## src/rtl/multicycle_control_pkg.sv

```systemverilog
// Shared definitions for the multi-cycle CPU control FSM.
// Latency: n/a (constants and types only).
// Backpressure: n/a.
// Contents: opcode/funct constants, ALUOp/mux encodings, the 4-bit state enum.
package multicycle_control_pkg;

  // Opcodes, Instr[15:12]
  localparam logic [3:0] OP_RTYPE = 4'b0000;
  localparam logic [3:0] OP_ADDI  = 4'b0100;
  localparam logic [3:0] OP_LW    = 4'b1000;
  localparam logic [3:0] OP_SW    = 4'b1100;
  localparam logic [3:0] OP_BEQ   = 4'b0010;
  localparam logic [3:0] OP_J     = 4'b0011;

  // R-type funct selecting the multi-cycle multiplier, Instr[3:0]
  localparam logic [3:0] FUNCT_MUL = 4'b1010;

  // ALUOp encodings seen by the ALU control decoder
  localparam logic [1:0] ALUOP_ADD   = 2'b00;
  localparam logic [1:0] ALUOP_SUB   = 2'b01;
  localparam logic [1:0] ALUOP_FUNCT = 2'b10;

  // ALU B operand select
  localparam logic [1:0] SRCB_REG   = 2'b00;
  localparam logic [1:0] SRCB_ONE   = 2'b01;
  localparam logic [1:0] SRCB_IMM   = 2'b10;
  localparam logic [1:0] SRCB_BROFF = 2'b11;

  // PC source select
  localparam logic [1:0] PCSRC_ALU    = 2'b00;
  localparam logic [1:0] PCSRC_ALUOUT = 2'b01;
  localparam logic [1:0] PCSRC_JUMP   = 2'b10;

  typedef enum logic [3:0] {
    S_FETCH    = 4'd0,
    S_DECODE   = 4'd1,
    S_EXEC_R   = 4'd2,
    S_MUL_WAIT = 4'd3,
    S_WB_R     = 4'd4,
    S_EXEC_I   = 4'd5,
    S_WB_I     = 4'd6,
    S_MEM_ADDR = 4'd7,
    S_MEM_RD   = 4'd8,
    S_MEM_WR   = 4'd9,
    S_WB_MEM   = 4'd10,
    S_BRANCH   = 4'd11,
    S_JUMP     = 4'd12,
    S_HALT     = 4'd13
  } state_t;

endpackage

```

## src/rtl/multicycle_control_mul_stall_counter.sv

```systemverilog
// Down-counter that holds the FSM in MUL_WAIT while the multiplier works.
// Latency: load/decrement take effect on the next rising edge; zero is combinational.
// Backpressure: none; decrement saturates at zero so an extra dec cycle is harmless.
// Ports: clk, rst_n (async active-low), load + load_val, dec, zero (count==0).
module mul_stall_counter #(
  parameter int CNT_W = 4
) (
  input  logic             clk,
  input  logic             rst_n,
  input  logic             load,
  input  logic [CNT_W-1:0] load_val,
  input  logic             dec,
  output logic             zero
);

  logic [CNT_W-1:0] cnt;

  always_ff @(posedge clk or negedge rst_n) begin
    if (!rst_n) begin
      cnt <= '0;
    end else if (load) begin
      cnt <= load_val;
    end else if (dec && (cnt != '0)) begin
      cnt <= cnt - 1'b1;
    end
  end

  assign zero = (cnt == '0);

endmodule

```

## src/rtl/multicycle_control.sv

```systemverilog
// Multi-cycle control FSM: fetch/decode/execute/memory/write-back sequencing for the 16-bit CPU.
// Latency: outputs are a Moore decode of state (FETCH's IRWrite/PCWrite also follow MemReady).
// Backpressure: holds FETCH/MEM_RD/MEM_WR until MemReady; holds MUL_WAIT for MUL_CYCLES cycles.
// Ports: Clock, Reset_n, Instr/Zero/MemReady in; PC, memory, IR, regfile, ALU mux/op controls,
//        Busy (multiply stall) and Halt (illegal opcode trap) out.
module multicycle_control
  import multicycle_control_pkg::*;
#(
  parameter int MUL_CYCLES = 4,
  parameter int CNT_W      = 4
) (
  input  logic        Clock,
  input  logic        Reset_n,
  input  logic [15:0] Instr,
  input  logic        Zero,
  input  logic        MemReady,
  output logic        PCWrite,
  output logic        PCWriteCond,
  output logic [1:0]  PCSrc,
  output logic        IorD,
  output logic        MemRead,
  output logic        MemWrite,
  output logic        IRWrite,
  output logic        RegDst,
  output logic        MemToReg,
  output logic        RegWrite,
  output logic        ALUSrcA,
  output logic [1:0]  ALUSrcB,
  output logic [1:0]  ALUOp,
  output logic        Busy,
  output logic        Halt
);

  localparam logic [CNT_W-1:0] MUL_LOAD = CNT_W'(MUL_CYCLES - 1);

  state_t     state, state_nxt;
  logic [3:0] opcode, funct;
  logic       cnt_load, cnt_dec, cnt_zero;
  // Zero is combined with PCWriteCond in the datapath; the middle instruction
  // bits are register fields that never influence sequencing.
  logic       unused_inputs;

  assign opcode        = Instr[15:12];
  assign funct         = Instr[3:0];
  assign unused_inputs = ^{Instr[11:4], Zero};

  always_ff @(posedge Clock or negedge Reset_n) begin
    if (!Reset_n) begin
      state <= S_FETCH;
    end else begin
      state <= state_nxt;
    end
  end

  mul_stall_counter #(.CNT_W(CNT_W)) u_mul_cnt (
    .clk      (Clock),
    .rst_n    (Reset_n),
    .load     (cnt_load),
    .load_val (MUL_LOAD),
    .dec      (cnt_dec),
    .zero     (cnt_zero)
  );

  always_comb begin
    state_nxt   = state;
    cnt_load    = 1'b0;
    cnt_dec     = 1'b0;
    PCWrite     = 1'b0;
    PCWriteCond = 1'b0;
    PCSrc       = PCSRC_ALU;
    IorD        = 1'b0;
    MemRead     = 1'b0;
    MemWrite    = 1'b0;
    IRWrite     = 1'b0;
    RegDst      = 1'b0;
    MemToReg    = 1'b0;
    RegWrite    = 1'b0;
    ALUSrcA     = 1'b0;
    ALUSrcB     = SRCB_REG;
    ALUOp       = ALUOP_ADD;
    Busy        = 1'b0;
    Halt        = 1'b0;

    unique case (state)
      S_FETCH: begin
        MemRead = 1'b1;
        ALUSrcB = SRCB_ONE;
        // IR and PC+1 only commit on the cycle the read completes
        IRWrite = MemReady;
        PCWrite = MemReady;
        if (MemReady) state_nxt = S_DECODE;
      end
      S_DECODE: begin
        ALUSrcB = SRCB_BROFF;
        unique case (opcode)
          OP_RTYPE:    state_nxt = S_EXEC_R;
          OP_ADDI:     state_nxt = S_EXEC_I;
          OP_LW, OP_SW: state_nxt = S_MEM_ADDR;
          OP_BEQ:      state_nxt = S_BRANCH;
          OP_J:        state_nxt = S_JUMP;
          default:     state_nxt = S_HALT;
        endcase
      end
      S_EXEC_R: begin
        ALUSrcA = 1'b1;
        ALUOp   = ALUOP_FUNCT;
        if (funct == FUNCT_MUL) begin
          cnt_load  = 1'b1;
          state_nxt = S_MUL_WAIT;
        end else begin
          state_nxt = S_WB_R;
        end
      end
      S_MUL_WAIT: begin
        ALUSrcA = 1'b1;
        ALUOp   = ALUOP_FUNCT;
        Busy    = 1'b1;
        cnt_dec = 1'b1;
        // Counter was loaded with MUL_CYCLES-1, so this state lasts MUL_CYCLES cycles
        if (cnt_zero) state_nxt = S_WB_R;
      end
      S_WB_R: begin
        RegDst    = 1'b1;
        RegWrite  = 1'b1;
        state_nxt = S_FETCH;
      end
      S_EXEC_I: begin
        ALUSrcA   = 1'b1;
        ALUSrcB   = SRCB_IMM;
        state_nxt = S_WB_I;
      end
      S_WB_I: begin
        RegWrite  = 1'b1;
        state_nxt = S_FETCH;
      end
      S_MEM_ADDR: begin
        ALUSrcA   = 1'b1;
        ALUSrcB   = SRCB_IMM;
        // Only LW/SW reach here; bit 14 is the sole difference between them
        state_nxt = (opcode == OP_SW) ? S_MEM_WR : S_MEM_RD;
      end
      S_MEM_RD: begin
        IorD    = 1'b1;
        MemRead = 1'b1;
        if (MemReady) state_nxt = S_WB_MEM;
      end
      S_MEM_WR: begin
        IorD     = 1'b1;
        MemWrite = 1'b1;
        if (MemReady) state_nxt = S_FETCH;
      end
      S_WB_MEM: begin
        MemToReg  = 1'b1;
        RegWrite  = 1'b1;
        state_nxt = S_FETCH;
      end
      S_BRANCH: begin
        ALUSrcA     = 1'b1;
        ALUOp       = ALUOP_SUB;
        PCWriteCond = 1'b1;
        PCSrc       = PCSRC_ALUOUT;
        state_nxt   = S_FETCH;
      end
      S_JUMP: begin
        PCWrite   = 1'b1;
        PCSrc     = PCSRC_JUMP;
        state_nxt = S_FETCH;
      end
      S_HALT: begin
        Halt = 1'b1;
      end
      default: begin
        // Unused encodings are treated as a trap
        state_nxt = S_HALT;
      end
    endcase
  end

endmodule
```

## config.mk

```make
export PLATFORM = sky130hd
export DESIGN_NAME = multicycle_control
export DESIGN_NICKNAME = d
export VERILOG_FILES = /design/src/rtl/multicycle_control_pkg.sv /design/src/rtl/multicycle_control_mul_stall_counter.sv /design/src/rtl/multicycle_control.sv
export SDC_FILE = /design/constraint.sdc
export NUM_CORES = 1
export LEC_CHECK = 0
export ABC_AREA = 0
export ABC_CLOCK_PERIOD_IN_PS = 1680
export BUFFER_PORTS_ARGS = -buffer_cell sky130_fd_sc_hd__clkbuf_2
export CAP_MARGIN = 10
export CORE_MARGIN = 10
export CORE_UTILIZATION = 40
export CTS_BUF_LIST = sky130_fd_sc_hd__clkbuf_4 sky130_fd_sc_hd__clkbuf_8
export DETAILED_ROUTE_END_ITERATION = 16
export PLACE_DENSITY = 0.77
export SLEW_MARGIN = 20
export SYNTH_ARGS = -nofsm -noshare
export SYNTH_HDL_FRONTEND = slang
export SYNTH_SLANG_ARGS = --single-unit
```

## constraint.sdc

```tcl
create_clock -name Clock -period 1.68 [get_ports Clock]
set_clock_uncertainty 0.15 [all_clocks]
set_input_delay 0.252 -clock Clock [delete_from_list [all_inputs] [get_ports Clock]]
set_output_delay 0.252 -clock Clock [all_outputs]
set_load 0.01 [all_outputs]
```

==> results of run 1 <==
[cells in the mapped netlist (2+ instances only)]
master and instances:
a21oi_1 2, a22oi_1 2, buf_2 3, buf_6 3, dfrtp_1 8, inv_1 2, nand2_1 9, nand2b_1 4
nand3_1 2, nor2_1 17, nor3_1 5, nor4_1 2, o21ai_0 4, o21ai_1 2, o31ai_1 3, xor2_1 2
[final cells by class]
| type | instances | area share |
|---|---|---|
| multi-input cells | 76 | 0.456 |
| repair buffers | 55 | 0.311 |
| flip-flops and latches | 8 | 0.173 |
| well taps | 25 | 0.0264 |
| clock buffers | 3 | 0.0190 |
| inverters | 4 | 0.0148 |
[power breakdown]
| part | switching [mW] | internal, mW |
|---|---|---|
| clock | 0.0774 | 0.0825 |
| combinational | 0.912 | 0.825 |
| sequential | 0.121 | 0.296 |
[timing repair]
action	CTS	global route
hold endpoints to repair	8	0
hold buffers	1	0
endpoints found under the setup margin	19	20
setup buffers	7	11
resized for setup	16	24
pin swaps	1	7
[cell families (layout without fill, tap and decap cells)]
group,after synthesis,after routing,synth area share
buf+inv,11,62,0.0992
mux,1,1,0.0134
simple gates,49,49,0.363
fa+ha+maj,1,1,0.0168
compound gates,22,22,0.203
xor+xnor,3,3,0.0353
flops,8,8,0.269
[registers in the layout (all words and copies together) (netlist names)]
register / flops
state: 4
u_mul_cnt.cnt: 4
[worst max-delay path by stage]
stage	startpoint	endpoint	slack (ns)	cells after the start
finish	state[2]	RegWrite	-0.16	5
floorplan	u_mul_cnt.cnt[0]	state[2]	0.12	6
global placement	state[2]	state[0]	0.05	4
global route	state[2]	RegWrite	-0.19	5
detailed placement	u_mul_cnt.cnt[0]	state[2]	-0.004	6
CTS	state[3]	Busy	-0.04	2
[layer usage]
layer	vias to the layer above	track usage	routed length (um)
li1	446	-	-
met2	77	0.225	1460
met1	453	0.127	1150
met3	24	0.0300	296
met4	0	0.0838	189
met5	-	0	0
[per-stage QoR]
step	utilization	power [mW]	instance area, um2
CTS	0.608	1.95	1060
detailed placement	0.531	1.55	927
floorplan	-	1.18	744
global route	0.678	2.42	1180
finish	0.678	2.31	1180
global placement	0.531	1.50	927
[layout by cell type, fill, tap and decap left out, types with 2 or more instances in the layout]
master,synthesis,layout
nor2_1,17,13
xor2_1,2,2
buf_4,1,24
inv_2,1,2
a22oi_1,2,2
o31ai_1,3,3
buf_2,3,10
dfrtp_1,8,4
nand2_1,9,8
o21ai_1,2,3
nor3_4,0,2
buf_6,3,2
nand2b_1,4,2
nor2_4,0,2
clkbuf_4,0,3
nor3_1,5,3
clkbuf_2,0,17
dfrtp_2,0,4
o21ai_0,4,3
nor2_2,1,3
nor4_1,2,2
==> impl_metrics.tcl, run 1 <==
set metrics [dict create \
    wl_per_cell_um 18.1 \
    p_leak_nw 0.551 \
    min_path_type "input pin to async pin" \
    viasPerCell 5.85 \
    start_util 0.427 \
    startpoint_type "flop" \
    worstSetupPathType "flop to output port" \
    grt_overflow_total 0 \
    max_freq_mhz 545 \
    r2r_start "state[3]" \
    whs_ns 0.204 \
    endpoint_kind "output port" \
    post-place-cells 150 \
    reg2reg_depth 5 \
    critPathTopFamily "flip-flops" \
    drtPass1Iterations 5 \
    ys_types 41 \
    ios 38 \
    drive_gt1_frac 0.562 \
    cts_buffers 3 \
    crit_path_top_delay_cell "dfrtp_2" \
    setup_tns_ns -1.16 \
    synthArstFlopShare 1.00 \
    ys_ff_latch 8 \
    grt_pass1_wl_um 4070 \
    rows 15 \
    synth.top_cell.area_share 0.269 \
    final_hold_viol_count 0 \
    syn_avg_cell_area_um2 7.84 \
    fill_cells 129 \
    critPathBufInv 2 \
    rrSetupSlack_ns -0.11 \
    syn2layout_area_growth_pct 59.0 \
    antenna_found_initial 0 \
    ir_drop_mv 0.920 \
    synth-main-ff-cell "dfrtp_1" \
    path_max_fanout 4 \
    drtIter0Drc 80 \
    dp_hpwl_um 1740 \
    grt_max_degree 12 \
    synth_fp_nets 116 \
    design.die.area_mm2 0.00399 \
    synth_area_leaders "dfrtp_1 27%, nor2_1 8.6%, nand2_1 4.5%" \
    core_mm2 0.00175 \
    cp.arrival_ns 1.43 \
    final_cells 171 \
    violations "negative setup slack" \
    synth_top_area_cell "dfrtp_1" \
    place_ws_ns -0.00411 \
    worstPathRequired_ns 1.28 \
    insertion_delay_ns 0.27 \
    final-seq-area_um2 205 \
    drt.antenna.violating_nets 0 \
    via_count 1000 \
    grt_pass1_vias 902 \
    worst_pin_slew_ns 0.489 \
    path_cells "buf_4 > nor2_4 > nand2_1 > a21oi_1 > buf_2" \
    max-cap-violations 0 \
    clockBufferDepth 2 \
    drc 0 \
    gp_congestion 0.934 \
    finalMaxSlewViolations 0 \
    min_period_ns 1.84 \
    p_per_area_mw_per_mm2 1960 \
    syn_area_um2 744 \
    outcome "finished with violations" \
    cts_tree "built" \
    grt_usage 0.126 \
    relSlewSlack 0.673 \
    rsz0062_at_grt "yes" \
    clk_pin_slew_ns 0.06 \
    postSynthCellCount 95 \
    drt_wl_total_um 3100 \
    nets 169 \
    cts_num_sinks 8 \
    multi_input_area_um2 539 \
    slowest_delay_ns 0.42 \
    root_buffer "clkbuf_4" \
    synth_edf_count 0 \
    io_buffers 28 \
    finalWorstSetupSlack_ns -0.156 \
    period_share 1.09 \
    die-width_um 63.1 \
    setup_viol 21 \
    fp.dieH_um 63.1 \
    r2r-end "state[1]" \
    htreeDepth 1 \
    diodes 0 \
    yosys_warnings 0 \
    yosysSeqAreaShare 0.269 \
]
Note: power is estimated with default switching activity, not from simulation.
==> run 2, diff against run 1 <==
--- a/config.mk
+++ b/config.mk
@@ -9,6 +9,7 @@
 export ABC_CLOCK_PERIOD_IN_PS = 1680
 export BUFFER_PORTS_ARGS = -buffer_cell sky130_fd_sc_hd__clkbuf_2
 export CAP_MARGIN = 10
+export CORE_ASPECT_RATIO = 1.25
 export CORE_MARGIN = 10
 export CORE_UTILIZATION = 40
 export CTS_BUF_LIST = sky130_fd_sc_hd__clkbuf_4 sky130_fd_sc_hd__clkbuf_8
==> run 2 against run 1 <==
The run still ends with negative setup slack left. Sequential cell count did not move. Clock power is 4% lower. Wire length down 14%.
==> impl_metrics.tcl, run 2 (synthesized netlist as in run 1, its figures left out) <==
set metrics [dict create \
    reg2reg_depth 6 \
    rrSetupSlack_ns -0.04 \
    post-place-cells 141 \
    outcome "finished with violations" \
    startpoint "state[2]" \
    clockPowerShare 0.069 \
    drt_wl_total_um 2660 \
    syn2layout_area_growth_pct 56.5 \
    drc 0 \
    min_path_type "input pin to flop" \
    clockBufferDepth 2 \
    place_area_um2 897 \
    core_mm2 0.00177 \
    nets 164 \
    drt.antenna.violating_nets 0 \
    cts_tree "built" \
    antenna_found_initial 0 \
    worstPathRequired_ns 1.28 \
    root_buffer "clkbuf_4" \
    fill_cells 146 \
    cp-endpoint "Busy" \
    gp_congestion 0.904 \
    grt_pass1_wl_um 3980 \
    grt_pass1_vias 900 \
    dp_hpwl_um 1680 \
    r2r-end "state[0]" \
    grt_usage 0.124 \
    seqPwrFrac 0.197 \
    finalWorstSetupSlack_ns -0.0697 \
    final_cells 160 \
    rows 17 \
    design.die.area_mm2 0.00400 \
    via_count 918 \
    cp.arrival_ns 1.35 \
    drive_gt1_frac 0.567 \
    clk_pin_slew_ns 0.06 \
    cts_buffers 3 \
    die-width_um 58.6 \
    htreeDepth 1 \
    endpoint_kind "output port" \
    worst_pin_slew_ns 0.308 \
    cts_num_sinks 8 \
    p_leak_nw 0.550 \
    rsz0062_at_grt "yes" \
    diodes 0 \
    drtPass1Iterations 4 \
    max-cap-violations 0 \
    p_sw_frac 0.471 \
    final_common_cell "clkbuf_2" \
    internal_power_mw 1.18 \
    fp.dieH_um 68.2 \
    grt_max_degree 11 \
    r2r_start "u_mul_cnt.cnt[0]" \
    max_freq_mhz 572 \
    p_per_area_mw_per_mm2 1910 \
    largestRegisters "state x4, u_mul_cnt.cnt x4" \
    violations "negative setup slack" \
    relSlewSlack 0.793 \
    min_period_ns 1.75 \
    period_share 1.04 \
    final_hold_viol_count 0 \
    path_max_fanout 7 \
    wl_per_cell_um 16.6 \
    ir_drop_mv 0.948 \
    design_area_mm2 0.00116 \
    p_switching_mw 1.05 \
    fin_util 0.660 \
    start_util 0.422 \
    drtIter0Drc 29 \
    power_mw 2.23 \
    ios 38 \
    io_buffers 28 \
    viasPerCell 5.74 \
    finalMaxSlewViolations 0 \
    worstSetupPathType "flop to output port" \
    setup_viol 8 \
    layout_common_cells "17 x clkbuf_2, 14 x buf_4, 12 x nor2_1, 10 x buf_2, 8 x buf_6" \
    p_comb_frac 0.734 \
    startpoint_type "flop" \
    grt_overflow_total 0 \
    insertion_delay_ns 0.26 \
]
run 2: changes by cell type in the layout (fill, tap and decap cells not counted), sizes merged:
cell / before / now
buf: 37 / 32
run 2: per-layer routing:
metal	vias to the layer above	wire (um)	GRT usage
li1	433	-	-
met1	438	1030	0.129
met4	0	64	0.0632
met2	39	1410	0.225
met5	-	0	0
met3	8	152	0.0296
run 2: worst min-delay path by stage:
stage | to | from | cells past startpoint
floorplan | state[0] | Reset_n | 0
global placement | u_mul_cnt.cnt[0] | Reset_n | 1
detailed placement | u_mul_cnt.cnt[0] | Reset_n | 1
CTS | state[3] | MemReady | 3
global route | state[3] | Reset_n | 2
finish | state[3] | MemReady | 3
run 2: critical path, stage by stage (launching register included):
cell and delay, ns:
dfrtp_2 0.47, buf_6 0.14, and4bb_4 0.36, buf_6 0.11
run 2: timing repair:
item                                    in CTS  in global routing
endpoints found under the setup margin      17                 22
pin swaps                                    3                 11
endpoints found under the hold margin        8                  0
gates cloned                                 0                  0
gates resized for setup                      9                 38
setup buffers                                9                  6
hold buffers                                 1                  0
run 2: final cells by class:
class | count | area, um2 | area share
Tap cell | 19 | 23.8 | 0.0204
Sequential cell | 8 | 204 | 0.175
Timing Repair Buffer | 50 | 340 | 0.292
Multi-Input combinational cell | 76 | 554 | 0.476
Inverter | 4 | 20.0 | 0.0172
Clock buffer | 3 | 22.5 | 0.0193
run 2: power by group through the flow:
stage / registers, mW / clock network, mW / logic [mW]
after floorplan: 0.359 / 0 / 0.825
after global placement: 0.416 / 0 / 1.04
after detailed placement: 0.420 / 0 / 1.08
after CTS: 0.409 / 0.153 / 1.30
after global routing: 0.450 / 0.163 / 1.76
final: 0.440 / 0.154 / 1.63
run 2: stage by stage:
| stage | hold WS [ns] | setup TNS [ns] | worst slack (ns) |
|---|---|---|---|
| after global placement | -0.0479 | 0 | 0.0592 |
| after detailed placement | -0.0436 | 0 | 0.0169 |
| after global routing | 0.248 | -1.10 | -0.102 |
| after floorplan | -0.194 | 0 | 0.120 |
| final | 0.215 | -0.208 | -0.0697 |
| after CTS | 0.177 | -0.141 | -0.0612 |
